<file path="config.mk">
export PLATFORM = sky130hd
export DESIGN_NAME = zion_rr_clr_reg_arbiter
export DESIGN_NICKNAME = d
export VERILOG_FILES = /design/src/rtl/zion_rr_clr_reg_arbiter.sv
export SDC_FILE = /design/constraint.sdc
export NUM_CORES = 1
export LEC_CHECK = 0
export CAP_MARGIN = 20
export CORE_MARGIN = 1
export CORE_UTILIZATION = 32
export DETAILED_ROUTE_END_ITERATION = 16
export GPL_ROUTABILITY_DRIVEN = 0
export PLACE_DENSITY = 0.78
export SYNTH_ARGS = -nofsm -noshare
export SYNTH_HDL_FRONTEND = slang
export SYNTH_SLANG_ARGS = --single-unit
</file>
<file path="constraint.sdc">
create_clock -name clk -period 3 [get_ports clk]
set_input_delay 0.75 -clock clk [delete_from_list [all_inputs] [get_ports clk]]
set_output_delay 0.75 -clock clk [all_outputs]
set_load 0.005 [all_outputs]
</file>
<file path="src/rtl/zion_rr_clr_reg_arbiter.sv">
`default_nettype none
// ============================================================================
//  Module   : zion_rr_clr_reg_arbiter
//  Purpose  : Round-robin arbiter feeding one clearable valid/ready holding
//             register shared by NUM_REQ requesters.
//  Option   : define ZION_RR_ARB_PRIO_EN to add the iReqPrio priority-set input
//  Revision : 1.0  initial release
// ============================================================================
module zion_rr_clr_reg_arbiter #(
  parameter int              NUM_REQ  = 4,
  parameter int              DW       = 32,
  parameter logic [DW-1:0]   INI_DATA = '0
) (
  input  logic                         clk,
  input  logic                         rst,
  input  logic                         iClr,
  input  logic [NUM_REQ-1:0]           iReqVld,
  input  logic [NUM_REQ*DW-1:0]        iReqDat,
`ifdef ZION_RR_ARB_PRIO_EN
  input  logic [NUM_REQ-1:0]           iReqPrio,
`endif
  output logic [NUM_REQ-1:0]           oReqRdy,
  output logic                         oVld,
  output logic [DW-1:0]                oDat,
  output logic [$clog2(NUM_REQ)-1:0]   oGntId,
  input  logic                         iRdy
);

  localparam int IDW = $clog2(NUM_REQ);
  localparam int IW1 = IDW + 1;

  typedef enum logic [0:0] {
    ST_EMPTY = 1'b0,
    ST_FULL  = 1'b1
  } state_t;

  state_t               r_state;
  state_t               w_state_nxt;
  logic [DW-1:0]        r_dat;
  logic [IDW-1:0]       r_gnt_id;
  logic [IDW-1:0]       r_ptr;

  logic [NUM_REQ-1:0]   w_cand;
  logic                 w_slot_free;
  logic                 w_found;
  logic                 w_gnt;
  logic [IDW-1:0]       w_win;
  logic [IW1-1:0]       w_idx_ext;
  logic [DW-1:0]        w_win_dat;
  logic [IDW-1:0]       w_ptr_nxt;

`ifdef ZION_RR_ARB_PRIO_EN
  logic [NUM_REQ-1:0]   w_prio_set;
  assign w_prio_set = iReqVld & iReqPrio;
  // Prioritised requesters shadow everyone else whenever at least one is pending.
  assign w_cand     = (|w_prio_set) ? w_prio_set : iReqVld;
`else
  assign w_cand     = iReqVld;
`endif

  assign oVld        = (r_state == ST_FULL);
  assign oDat        = r_dat;
  assign oGntId      = r_gnt_id;
  assign w_slot_free = !oVld || iRdy;
  assign w_gnt       = w_slot_free && !iClr && w_found;

  // Scan from the pointer upward with wrap; first candidate wins.
  always_comb begin
    w_found   = 1'b0;
    w_win     = '0;
    w_idx_ext = '0;
    for (int k = 0; k < NUM_REQ; k++) begin
      w_idx_ext = {1'b0, r_ptr} + IW1'(k);
      if (w_idx_ext >= IW1'(NUM_REQ)) begin
        w_idx_ext = w_idx_ext - IW1'(NUM_REQ);
      end
      if (!w_found && w_cand[w_idx_ext[IDW-1:0]]) begin
        w_found = 1'b1;
        w_win   = w_idx_ext[IDW-1:0];
      end
    end
  end

  always_comb begin
    w_win_dat = '0;
    for (int i = 0; i < NUM_REQ; i++) begin
      if (w_win == IDW'(i)) begin
        w_win_dat = iReqDat[i*DW +: DW];
      end
    end
  end

  always_comb begin
    oReqRdy = '0;
    if (!rst && w_gnt) begin
      oReqRdy[w_win] = 1'b1;
    end
  end

  assign w_ptr_nxt = (w_win == IDW'(NUM_REQ - 1)) ? '0 : (w_win + 1'b1);

  // A clear drops the buffered entry even when downstream pops in that cycle.
  always_comb begin
    w_state_nxt = r_state;
    if (iClr) begin
      w_state_nxt = ST_EMPTY;
    end else if (w_gnt) begin
      w_state_nxt = ST_FULL;
    end else if ((r_state == ST_FULL) && iRdy) begin
      w_state_nxt = ST_EMPTY;
    end
  end

  always_ff @(posedge clk) begin
    if (rst) begin
      r_state <= ST_EMPTY;
    end else begin
      r_state <= w_state_nxt;
    end
  end

  always_ff @(posedge clk) begin
    if (rst || iClr) begin
      r_dat    <= INI_DATA;
      r_gnt_id <= '0;
      r_ptr    <= '0;
    end else if (w_gnt) begin
      r_dat    <= w_win_dat;
      r_gnt_id <= w_win;
      r_ptr    <= w_ptr_nxt;
    end
  end

endmodule
`default_nettype wire

</file>
### Word-level counts from Yosys, hierarchy flattened

Cells that the tools add are included.

| storage, ports and cells | value |
|---|---|
| register bits after elaboration | 37 |
| word-level logic and storage cells | 74 |
| output and inout bits | 39 |
| bits in latches | 0 |
| RAM bits | 0 |
| ROM bits | 0 |
| input bits | 136 |
| memories | 0 |

| cells by class | value |
|---|---|
| shift operators | 0 |
| reduce and logical (&&, ||, !) cells | 19 |
| equal/unequal tests | 3 |
| magnitude comparators | 10 |
| $mul | 0 |
| add/sub/neg operators | 8 |
| muxes and demuxes | 30 |
| bitwise operators | 0 |
| divide/modulo/power cells | 0 |

Operators by type and width:

| operator | count |
|---|---|
| 32-bit two-way mux | 4 |
| 2-bit two-way mux | 9 |
| 2-bit by 3-bit < comparator with 1-bit output (second input constant) | 5 |
| 1-bit two-way mux | 11 |
| 3-bit greater-or-equal comparator (second input constant) | 3 |
| 1-bit binary-select mux with 2-bit select | 4 |
| 1-bit logical AND | 8 |
| 2-bit by 1-bit subtractor with 2-bit output (second input constant) | 4 |
| 2-bit by 2-bit adder with 3-bit output (second input constant) | 2 |
| 1-bit zero test | 6 |
| 2-bit equality test (second input constant) | 2 |
| 4-bit two-way mux | 1 |
| 2-bit by 1-bit adder with 3-bit output (second input constant) | 1 |
| 2-bit by 3-bit greater-or-equal comparator with 1-bit output (second input constant) | 1 |
| 2-bit by 1-bit adder with 2-bit output (second input constant) | 1 |
| 1-bit demux with 2-bit select | 1 |
| 2-bit by 1-bit equality test with 1-bit output (second input constant) | 1 |
| 2-bit by 1-bit greater-or-equal comparator with 1-bit output (second input constant) | 1 |
| 2-bit zero test | 1 |
| 1-bit logical OR | 2 |
| 2-bit nonzero test | 1 |
| 2-bit OR reduction | 1 |

### Depth between registers and ports, before layout

Gate-level depths: netlist (run 1).

| depth | value |
|---|---|
| word-level depth | 19 |
| gate-level depth with buffers | 11 |
| gate-level depth less buffers | 9 |

### Least setup slack after synthesis (run 1)

OpenSTA, ideal clock, no wires.

| path | value |
|---|---|
| kind | input port to output port |
| start point | in iReqVld[2] |
| end point | out oReqRdy[3] |
| setup slack | -41 ps |
| required time | 2250 ps |
| buffers on the path | 2 |
| arrival time | 2291 ps |
| stages | 7 |
| cells stage by stage | mux2i_1 nor2_1 nor3_1 ha_1 buf_2 buf_1 and3_1 |

| on the way | value |
|---|---|
| longest elaborated chain between the ends | 17 |
| elaborated cells between the ends (all ways) | 30 |
| classes of those cells | order compare (2); mux (19); reduce/logical (9) |

RTL lines:

| what | RTL line | RTL |
|---|---|---|
| start, declared | 17 | `input logic [NUM_REQ-1:0] iReqVld,` |
| 1-bit binary-select mux with 2-bit select | 77 | `if (!w_found && w_cand[w_idx_ext[IDW-1:0]]) begin` |
| 1-bit two-way mux (implied by the code) | 77 |  |
| 1-bit two-way mux | 77 |  |
| 1-bit zero test | 77 |  |
| 1-bit logical AND | 77 |  |
| 1-bit two-way mux | 77 |  |
| 1-bit zero test | 77 |  |
| 1-bit logical AND | 77 |  |
| [... 2 more ...] | n/a |  |
| 1-bit logical AND | 77 |  |
| 2-bit two-way mux * | 77 |  |
| net w_win[0] | 47 | `logic [IDW-1:0] w_win;` |
| 2-bit by 3-bit < comparator with 1-bit output (implied by the code) / 2-bit by 1-bit greater-or-equal comparator with 1-bit output (equally long branches) | 96 | `oReqRdy[w_win] = 1'b1;` |
| 1-bit logical AND (implied by the code) | 96 |  |
| 1-bit two-way mux (implied by the code) | 96 |  |
| 1-bit demux with 2-bit select * | 96 |  |
| 4-bit two-way mux * | 95 | `if (!rst && w_gnt) begin` |
| end, declared | 22 | `output logic [NUM_REQ-1:0] oReqRdy,` |

Mark *: on every way through the listed nets, which the timed path passes. The rest lies on a longest branch. The select of a mux whose other input is x is not followed.

### Worst setup path after layout (run 1)

| path | value |
|---|---|
| start point | in iReqVld[1] |
| end point | out oReqRdy[3] |

Same word-level chain as after synthesis.

==> impl_summary.log, run 1 <==
[metrics] first-pass iteration count of the detailed router: 4
[metrics] total number of nets in the final design: 617
[metrics] width of the die: 90.26 µm
[metrics] number of input and output port buffers inserted: approximately 170
[metrics] standard cell core area: 0.007408 mm²
[metrics] setup ws final: approximately 95 ps
[metrics] number of rows created at floorplan: 31
[metrics] cell type with the highest aggregate area in the netlist: sky130_fd_sc_hd__dfxtp_1
[metrics] I/O pins: 175
[metrics] Vias per Instance: about 5.2
[metrics] final slew viol count: 0
[metrics] leakage power: 0.001825 µW
[metrics] kind of launch point of the worst setup path: input port
[metrics] Logic pwr share: 0.422
[metrics] biggest cell delay along the critical path: ~270 ps
[metrics] post-route cell area: roughly 0.0045 mm²
[metrics] proportion of power drawn by flip-flops and latches: 0.356
[metrics] fin crit share: 0.9682
[metrics] sequential share of the synthesized area: 0.2972
[metrics] number of enable-type register cells in the synthesized netlist: 0
[metrics] number of antenna violations at the first check in global routing: 0
[metrics] clock transition at the registers of the reported paths: 70 ps
[metrics] Overall Global Routing Usage: 0.2130
[metrics] detailed-route wire length per cell: 15.44 µm
[metrics] initial DRC count: 93
[metrics] gate family responsible for the most delay along the worst path: buffers and inverters
[metrics] Final Core Density: 0.6136
[metrics] launch point of the worst hold path: oGntId[1]
[metrics] top routing layer in use: met4
[metrics] starting utilization of the core area: 0.3364
[metrics] Syn Std Cell Area: 0.002492 mm²
[metrics] CTS HTree Levels: 2
[metrics] final-report hold violation count: 0
[metrics] Critical Path Slowest Stage Cell: sky130_fd_sc_hd__dlygate4sd2_1
[metrics] via count of the first global-routing pass: around 3000
[metrics] setup skew after layout: ~3.6 ps
[metrics] buffer depth of the longest clock path: 2
[metrics] Die Outline Area: approximately 0.0081 mm²
[metrics] global-route wire length before repair: 14.23 mm
[metrics] vias: between 3000 and 4000
[metrics] final wirelength: ~8.9 mm
[metrics] met2 WL: 4.702 mm
[metrics] total negative setup slack: 0 ps
[metrics] final worst path period need: 2905 ps
[metrics] Buf/Inv on CP: 4
[metrics] Async S/R FF share, synth: 0
[metrics] hold-fix buffers at CTS: 0
[metrics] number of instances in the placed design: 564
[metrics] top flip-flop cell by instance count after synthesis: sky130_fd_sc_hd__dfxtp_1
[metrics] vertical die dimension: 90.26 µm
[metrics] Netlist cell types: 29
[metrics] maximum number of pins on one net before global-route repair: 65
[metrics] area taken by multi-input logic gates: 0.001498 mm²
[metrics] number of buffers created by CTS: 5
[metrics] part of the total power dissipated in the clock network: 0.222
[metrics] Synth Area per Inst: 8.199 µm²
[metrics] cell internal power dissipation: 1052 µW
[metrics] Synth warnings: 0
[metrics] clock latency reported for the late side of the worst-skew pair: 280 ps
[metrics] data required time of the critical path: 2250 ps
[metrics] footprint of the flip-flops and latches: 740.7 µm²
[metrics] launching element of the worst setup path: iReqVld[1]
[metrics] TritonCTS clock tree: yes
[metrics] # Max-Cap Violations: 0
[metrics] switch share: 0.2919
[metrics] fraction of final layout cells with drive strength greater than 1: 0.1569
[metrics] CP cell instances: clkdlybuf4s15_1, a21oi_1, o21a_1, o22ai_2, buf_4, inv_1, ha_2, and3_1, dlygate4sd2_1
[metrics] ratio of total power to cell area: 327.0 mW/mm²
[metrics] area delta synth->final: 82.38%
[metrics] max-slew headroom at the worst pin: 0.4880
[metrics] maximum fanout count along the critical path: 3
[metrics] Max rail drop VDD: 0.1769 mV
[metrics] wire length on met1: roughly 3.6 mm
[metrics] Routed met3 length: 507 µm
[metrics] remaining antenna violation count after routing: 0
[metrics] post-detailed-route DRC marker count: 0
[metrics] DP Worst Slack: -485.9 ps
[metrics] Yosys reg bits: 37
[metrics] cell types occupying the most area after synthesis: sky130_fd_sc_hd__dfxtp_1, sky130_fd_sc_hd__a221oi_2, sky130_fd_sc_hd__a221o_1, sky130_fd_sc_hd__a21oi_1, sky130_fd_sc_hd__o21ai_0
[metrics] antenna cells: 0
[metrics] net count of the mapped netlist: between 400 and 500
[metrics] number of failing setup endpoints in the final timing report: 0
[metrics] status: finished clean
[metrics] Highest Clock Rate: 344.3 MHz
[metrics] class of the most critical hold timing path: reg -> reg
[metrics] cell area after placement: 0.004412 mm²
[metrics] launch point of the worst reg-to-reg path: r_ptr[1]
[metrics] CTS Sinks: 37
[metrics] # fillers: between 600 and 700
[metrics] classification of the worst setup path: in -> out
[metrics] critical path data arrival time: 2150 ps
[metrics] worst-margin pin slew: 768.0 ps
[metrics] reported net switching power: 433.9 µW
[metrics] top cell type's share of synthesized area: 0.2972
[metrics] clock root cell: sky130_fd_sc_hd__clkbuf_8
[metrics] number of standard cells in the layout, taps in and fillers out: just under 600
[metrics] kind of end point of the critical path: primary output
[metrics] total grt overflow: 0
[metrics] synthesized netlist cell count: 304
[metrics] post-DP HPWL: around 6.5 mm
==> tightest hold or removal path: stages, from the launching register on <==
cell and delay [ps]:
sky130_fd_sc_hd__dfxtp_1 310, sky130_fd_sc_hd__nand3_1 60, sky130_fd_sc_hd__o31ai_1 50
==> sequential cells by signal (all words and copies together) (netlist names) <==
name,count
r_ptr,2
oGntId,2
oDat,32
oVld,1
==> metrics by stage <==
step / total power, µW / hold slack [ps]
after floorplan: 835.3 / 462.9
after global placement: 1143 / 458.9
after detailed placement: 1155 / 459.0
after CTS: 1498 / 469.3
after global routing: 1574 / 501.4
final: 1486 / 468.5
==> power by group through the flow <==
stage	Clock, µW	Combinational (µW)	Sequential [µW]
after floorplan	0	294	541
after global placement	0	604	539
after detailed placement	0	615	540
after CTS	342	626	529
after global routing	368	673	532
final	330	627	529
==> cells by family after synthesis <==
logic type | synth area share
AOI/OAI and AO/OA | 0.4593
adders and majority gates | 0.02008
buffers and inverters | 0.1210
DFF | 0.2972
muxes | 0.004016
and+or+nand+nor | 0.09839
==> cell usage after synthesis (2+ instances only) <==
cell type and instances:
sky130_fd_sc_hd__o21ai_0 33, sky130_fd_sc_hd__buf_1 2, sky130_fd_sc_hd__inv_1 35, sky130_fd_sc_hd__nor2_1 37
sky130_fd_sc_hd__nor3_1 3, sky130_fd_sc_hd__dfxtp_1 37, sky130_fd_sc_hd__ha_1 4, sky130_fd_sc_hd__nor2b_1 3
sky130_fd_sc_hd__a21oi_1 37, sky130_fd_sc_hd__nand2_1 3, sky130_fd_sc_hd__a221oi_2 26, sky130_fd_sc_hd__buf_2 6
sky130_fd_sc_hd__and3_1 4, sky130_fd_sc_hd__a221oi_1 6, sky130_fd_sc_hd__buf_6 4, sky130_fd_sc_hd__a221o_1 32
sky130_fd_sc_hd__clkbuf_1 20
==> path summary, 6_finish.rpt <==
kind	endpoint	slack, ps	depth (start not counted)
worst min-delay path	oGntId[1]	470	2
worst max register to register	oDat[24]	270	12
worst max-delay path	oReqRdy[3]	100	9
worst min register to register	oGntId[1]	470	2
==> timing repair <==
item,CTS,global route
pin swaps,2,3
endpoints found under the setup margin,36,11
buffers inserted,4,1
gates resized for setup,16,9
==> routing by layer <==
layer / up-vias / track usage
met5: - / 0
met4: 0 / 0.04973
li1: 1482 / -
met3: 10 / 0.04798
met1: 1411 / 0.2402
met2: 110 / 0.4027
==> placed cells by master (no fill, tap or decap), types with 2 or more instances in the layout <==
master and count:
sky130_fd_sc_hd__clkdlybuf4s50_1 166, sky130_fd_sc_hd__dfxtp_1 37, sky130_fd_sc_hd__nor2_1 36, sky130_fd_sc_hd__a21oi_1 35, sky130_fd_sc_hd__inv_1 34, sky130_fd_sc_hd__o21ai_0 33
sky130_fd_sc_hd__a221o_1 32, sky130_fd_sc_hd__a221oi_2 26, sky130_fd_sc_hd__buf_4 21, sky130_fd_sc_hd__a221oi_1 6, sky130_fd_sc_hd__clkbuf_8 5, sky130_fd_sc_hd__and3_1 4
sky130_fd_sc_hd__ha_2 4, sky130_fd_sc_hd__buf_12 4, sky130_fd_sc_hd__nand2_1 3, sky130_fd_sc_hd__clkbuf_1 3, sky130_fd_sc_hd__clkbuf_2 3, sky130_fd_sc_hd__dlygate4sd2_1 3
sky130_fd_sc_hd__nor3_2 2, sky130_fd_sc_hd__nor2b_1 2, sky130_fd_sc_hd__clkdlybuf4s15_1 2
==> area by class of cell <==
class,count,area share
flip-flops and latches,37,0.1630
multi-input cells,198,0.3295
well taps,99,0.02725
repair buffers,200,0.4338
inverters,35,0.02890
clock buffers,8,0.01762
No activity file was read; power rests on OpenSTA's default activity.
==> inputs of run 2 (changes only) <==
CORE_MARGIN = 10   (was 1)
CORE_UTILIZATION = 38   (was 32)
PLACE_DENSITY = 0.86   (was 0.78)
clock period = 3.44 ns   (was 3 ns; I/O delays follow)
==> run 2 against run 1 <==
  * Sequential share of layout area is 0.59 points higher
  * Combinational power fell by 17%
  * Final cell count is 5.4% lower
  * Register-to-register slack improved by 520 ps
  * Non-clock buffer count is 9 lower
  * Global-route usage is 2.3 points lower
  * Via count is the same
  * Sequential power decreased by 13%
  * Sequential cell count is the same
  * Largest cell class unchanged
  * Core utilization up 7.7 points
  * Power down 15%
==> impl_summary.log, run 2 (synthesis results as in run 1) <==
[metrics] status: finished clean
[metrics] width of the die: 101.0 µm (+12%)
[metrics] Overall Global Routing Usage: 0.1898 (-0.02323)
[metrics] kind of launch point of the worst setup path: input port
[metrics] leading cell type in the layout, fill and taps excluded: sky130_fd_sc_hd__clkdlybuf4s50_1
[metrics] final slew viol count: 0 (unchanged)
[metrics] antenna cells: 0 (unchanged)
[metrics] data required time of the critical path: 2580 ps (+330 ps)
[metrics] worst-case hold slack: 499.2 ps (+30.69 ps)
[metrics] R2R cell count: 11 (-1)
[metrics] unrepaired setup endpoints after global routing: false
[metrics] leakage power: 0.001751 µW (-4.1%)
[metrics] max-slew headroom at the worst pin: 0.4814 (-0.006531)
[metrics] remaining antenna violation count after routing: 0 (unchanged)
[metrics] DP Worst Slack: -307.6 ps (+178.3 ps)
[metrics] flop-to-flop setup slack: 790 ps (+520 ps)
[metrics] standard cell core area: 0.006350 mm² (-14%)
[metrics] clock root cell: sky130_fd_sc_hd__clkbuf_8
[metrics] Final Core Density: 0.6908 (+0.07726)
[metrics] first-pass iteration count of the detailed router: 4 (unchanged)
[metrics] post-detailed-route DRC marker count: 0 (unchanged)
[metrics] clock latency reported for the late side of the worst-skew pair: 280 ps (about the same)
[metrics] final-report hold violation count: 0 (unchanged)
[metrics] maximum number of pins on one net before global-route repair: 65 (unchanged)
[metrics] detailed-route wire length per cell: 19.16 µm (+24%)
[metrics] flip-flop count of the largest register after layout: 32 (unchanged)
[metrics] Vias per Instance: 5.518 (+5.7%)
[metrics] starting utilization of the core area: 0.3925 (+0.05608)
[metrics] maximum fanout count along the critical path: 4 (+1)
[metrics] vertical die dimension: 101.0 µm (+12%)
[metrics] initial DRC count: 103 (+11%)
[metrics] I/O pins: 175 (unchanged)
[metrics] end point of the critical path: oReqRdy[3]
[metrics] buffer depth of the longest clock path: 2 (unchanged)
[metrics] class of the most critical hold timing path: reg -> reg
[metrics] critical path data arrival time: 2490 ps (+340 ps)
[metrics] CTS HTree Levels: 2 (unchanged)
[metrics] number of failing setup endpoints in the final timing report: 0 (unchanged)
[metrics] kind of end point of the critical path: primary output
[metrics] via count of the first global-routing pass: 3134 (+5.8%)
[metrics] fin crit share: 0.9738
[metrics] TritonCTS clock tree: yes
[metrics] launch point of the worst reg-to-reg path: r_ptr[1]
[metrics] ratio of total power to cell area: 289.5 mW/mm² (-11%)
[metrics] number of rows created at floorplan: 29 (-6.5%)
[metrics] setup ws final: 89.98 ps (-5.289 ps)
[metrics] Die Outline Area: 0.01020 mm² (+25%)
[metrics] CTS Sinks: 37 (unchanged)
[metrics] classification of the worst setup path: in -> out
[metrics] Max rail drop VDD: 0.1631 mV (-7.8%)
[metrics] number of input and output port buffers inserted: 174 (unchanged)
[metrics] setup skew after layout: 5.685 ps (+2.065 ps)
[metrics] critical register-to-register path endpoint: oDat[24]
[metrics] total negative setup slack: 0 ps (unchanged)
[metrics] Setup Fix Bufs, Post-CTS: 0 (-4)
[metrics] vias: 3013 (unchanged)
[metrics] post-DP HPWL: 7.998 mm (+23%)
[metrics] global-route wire length before repair: 15.88 mm (+12%)
[metrics] number of antenna violations at the first check in global routing: 0 (unchanged)
[metrics] final worst path period need: 3350 ps
[metrics] number of buffers created by CTS: 5 (unchanged)
[metrics] total grt overflow: 0 (unchanged)
[metrics] launching element of the worst setup path: iReqVld[1]
[metrics] fraction of final layout cells with drive strength greater than 1: 0.1258 (-0.03110)
[metrics] final wirelength: 10.46 mm (+17%)
[metrics] # Max-Cap Violations: 0 (unchanged)
[metrics] area delta synth->final: 76.00%
[metrics] worst-margin pin slew: 777.8 ps (+9.796 ps)
[metrics] total number of nets in the final design: 608 (-1.5%)
[metrics] highest-count cells in the layout ignoring fill and taps: sky130_fd_sc_hd__clkdlybuf4s50_1, sky130_fd_sc_hd__dfxtp_1, sky130_fd_sc_hd__nor2_1, sky130_fd_sc_hd__a21oi_1, sky130_fd_sc_hd__inv_1
[metrics] Highest Clock Rate: 298.5 MHz
[metrics] clock transition at the registers of the reported paths: 70 ps (about the same)
==> run 2: metrics by stage <==
stage	cells	area [µm²]	power, µW
finish	546	4387	1270
global placement	538	4304	978.5
detailed placement	538	4304	992.8
floorplan	304	2492	728.3
CTS	546	4389	1281
global route	546	4387	1344
==> run 2: worst max-delay path: stages <==
cell                              delay [ps]
sky130_fd_sc_hd__dlygate4sd2_1           270
sky130_fd_sc_hd__buf_4                   150
sky130_fd_sc_hd__a21oi_1                 140
sky130_fd_sc_hd__o22ai_2                 130
sky130_fd_sc_hd__inv_1                   120
sky130_fd_sc_hd__ha_2                    180
sky130_fd_sc_hd__and3_1                  140
sky130_fd_sc_hd__clkdlybuf4s50_1         510
==> run 2: layout make-up <==
cell class,instances,area (µm²)
Inverter,35,131.4
Fill cell,515,1963
Sequential cell,37,740.7
Timing Repair Buffer,191,1862
Tap cell,77,96.34
Multi-Input combinational cell,198,1476
Clock buffer,8,80.08
==> run 2: worst min path at each step <==
stage	from	cells after the start	to	slack, ps
floorplan	oGntId[1]	2	oGntId[1]	460
global placement	oGntId[1]	2	oGntId[1]	460
detailed placement	oGntId[1]	2	oGntId[1]	490
CTS	oGntId[1]	2	oGntId[1]	500
global route	oGntId[1]	2	oGntId[1]	530
finish	oGntId[1]	2	oGntId[1]	500
==> run 2: timing repair <==
action / in CTS / in global routing
endpoints found under the setup margin: 4 / 4
pin swaps: 2 / 0
gates resized for setup: 6 / 3
hold buffers: 0 / 0
==> run 2: layer usage <==
| metal | vias up | GRT usage | routed length (µm) |
|---|---|---|---|
| met5 | - | 0 | 0 |
| met4 | 0 | 0.06109 | 282 |
| met3 | 19 | 0.06036 | 890 |
| met2 | 133 | 0.3430 | 5269 |
| met1 | 1397 | 0.2034 | 4020 |
| li1 | 1464 | - | - |
==> run 2: where the power goes <==
part,switching [µW],total (µW),internal [µW],leakage (µW)
sequential,10.9,461,450,0.000302
combinational,224,523,299,0.00141
clock,142,286,144,0.0000395
==> inputs of run 3 (changes only) <==
CAP_MARGIN = default   (was 20)
GPL_ROUTABILITY_DRIVEN = default   (was 0)
==> results of run 3 <==
Same layout as run 2: the final DEF is identical, and so are final timing and power.
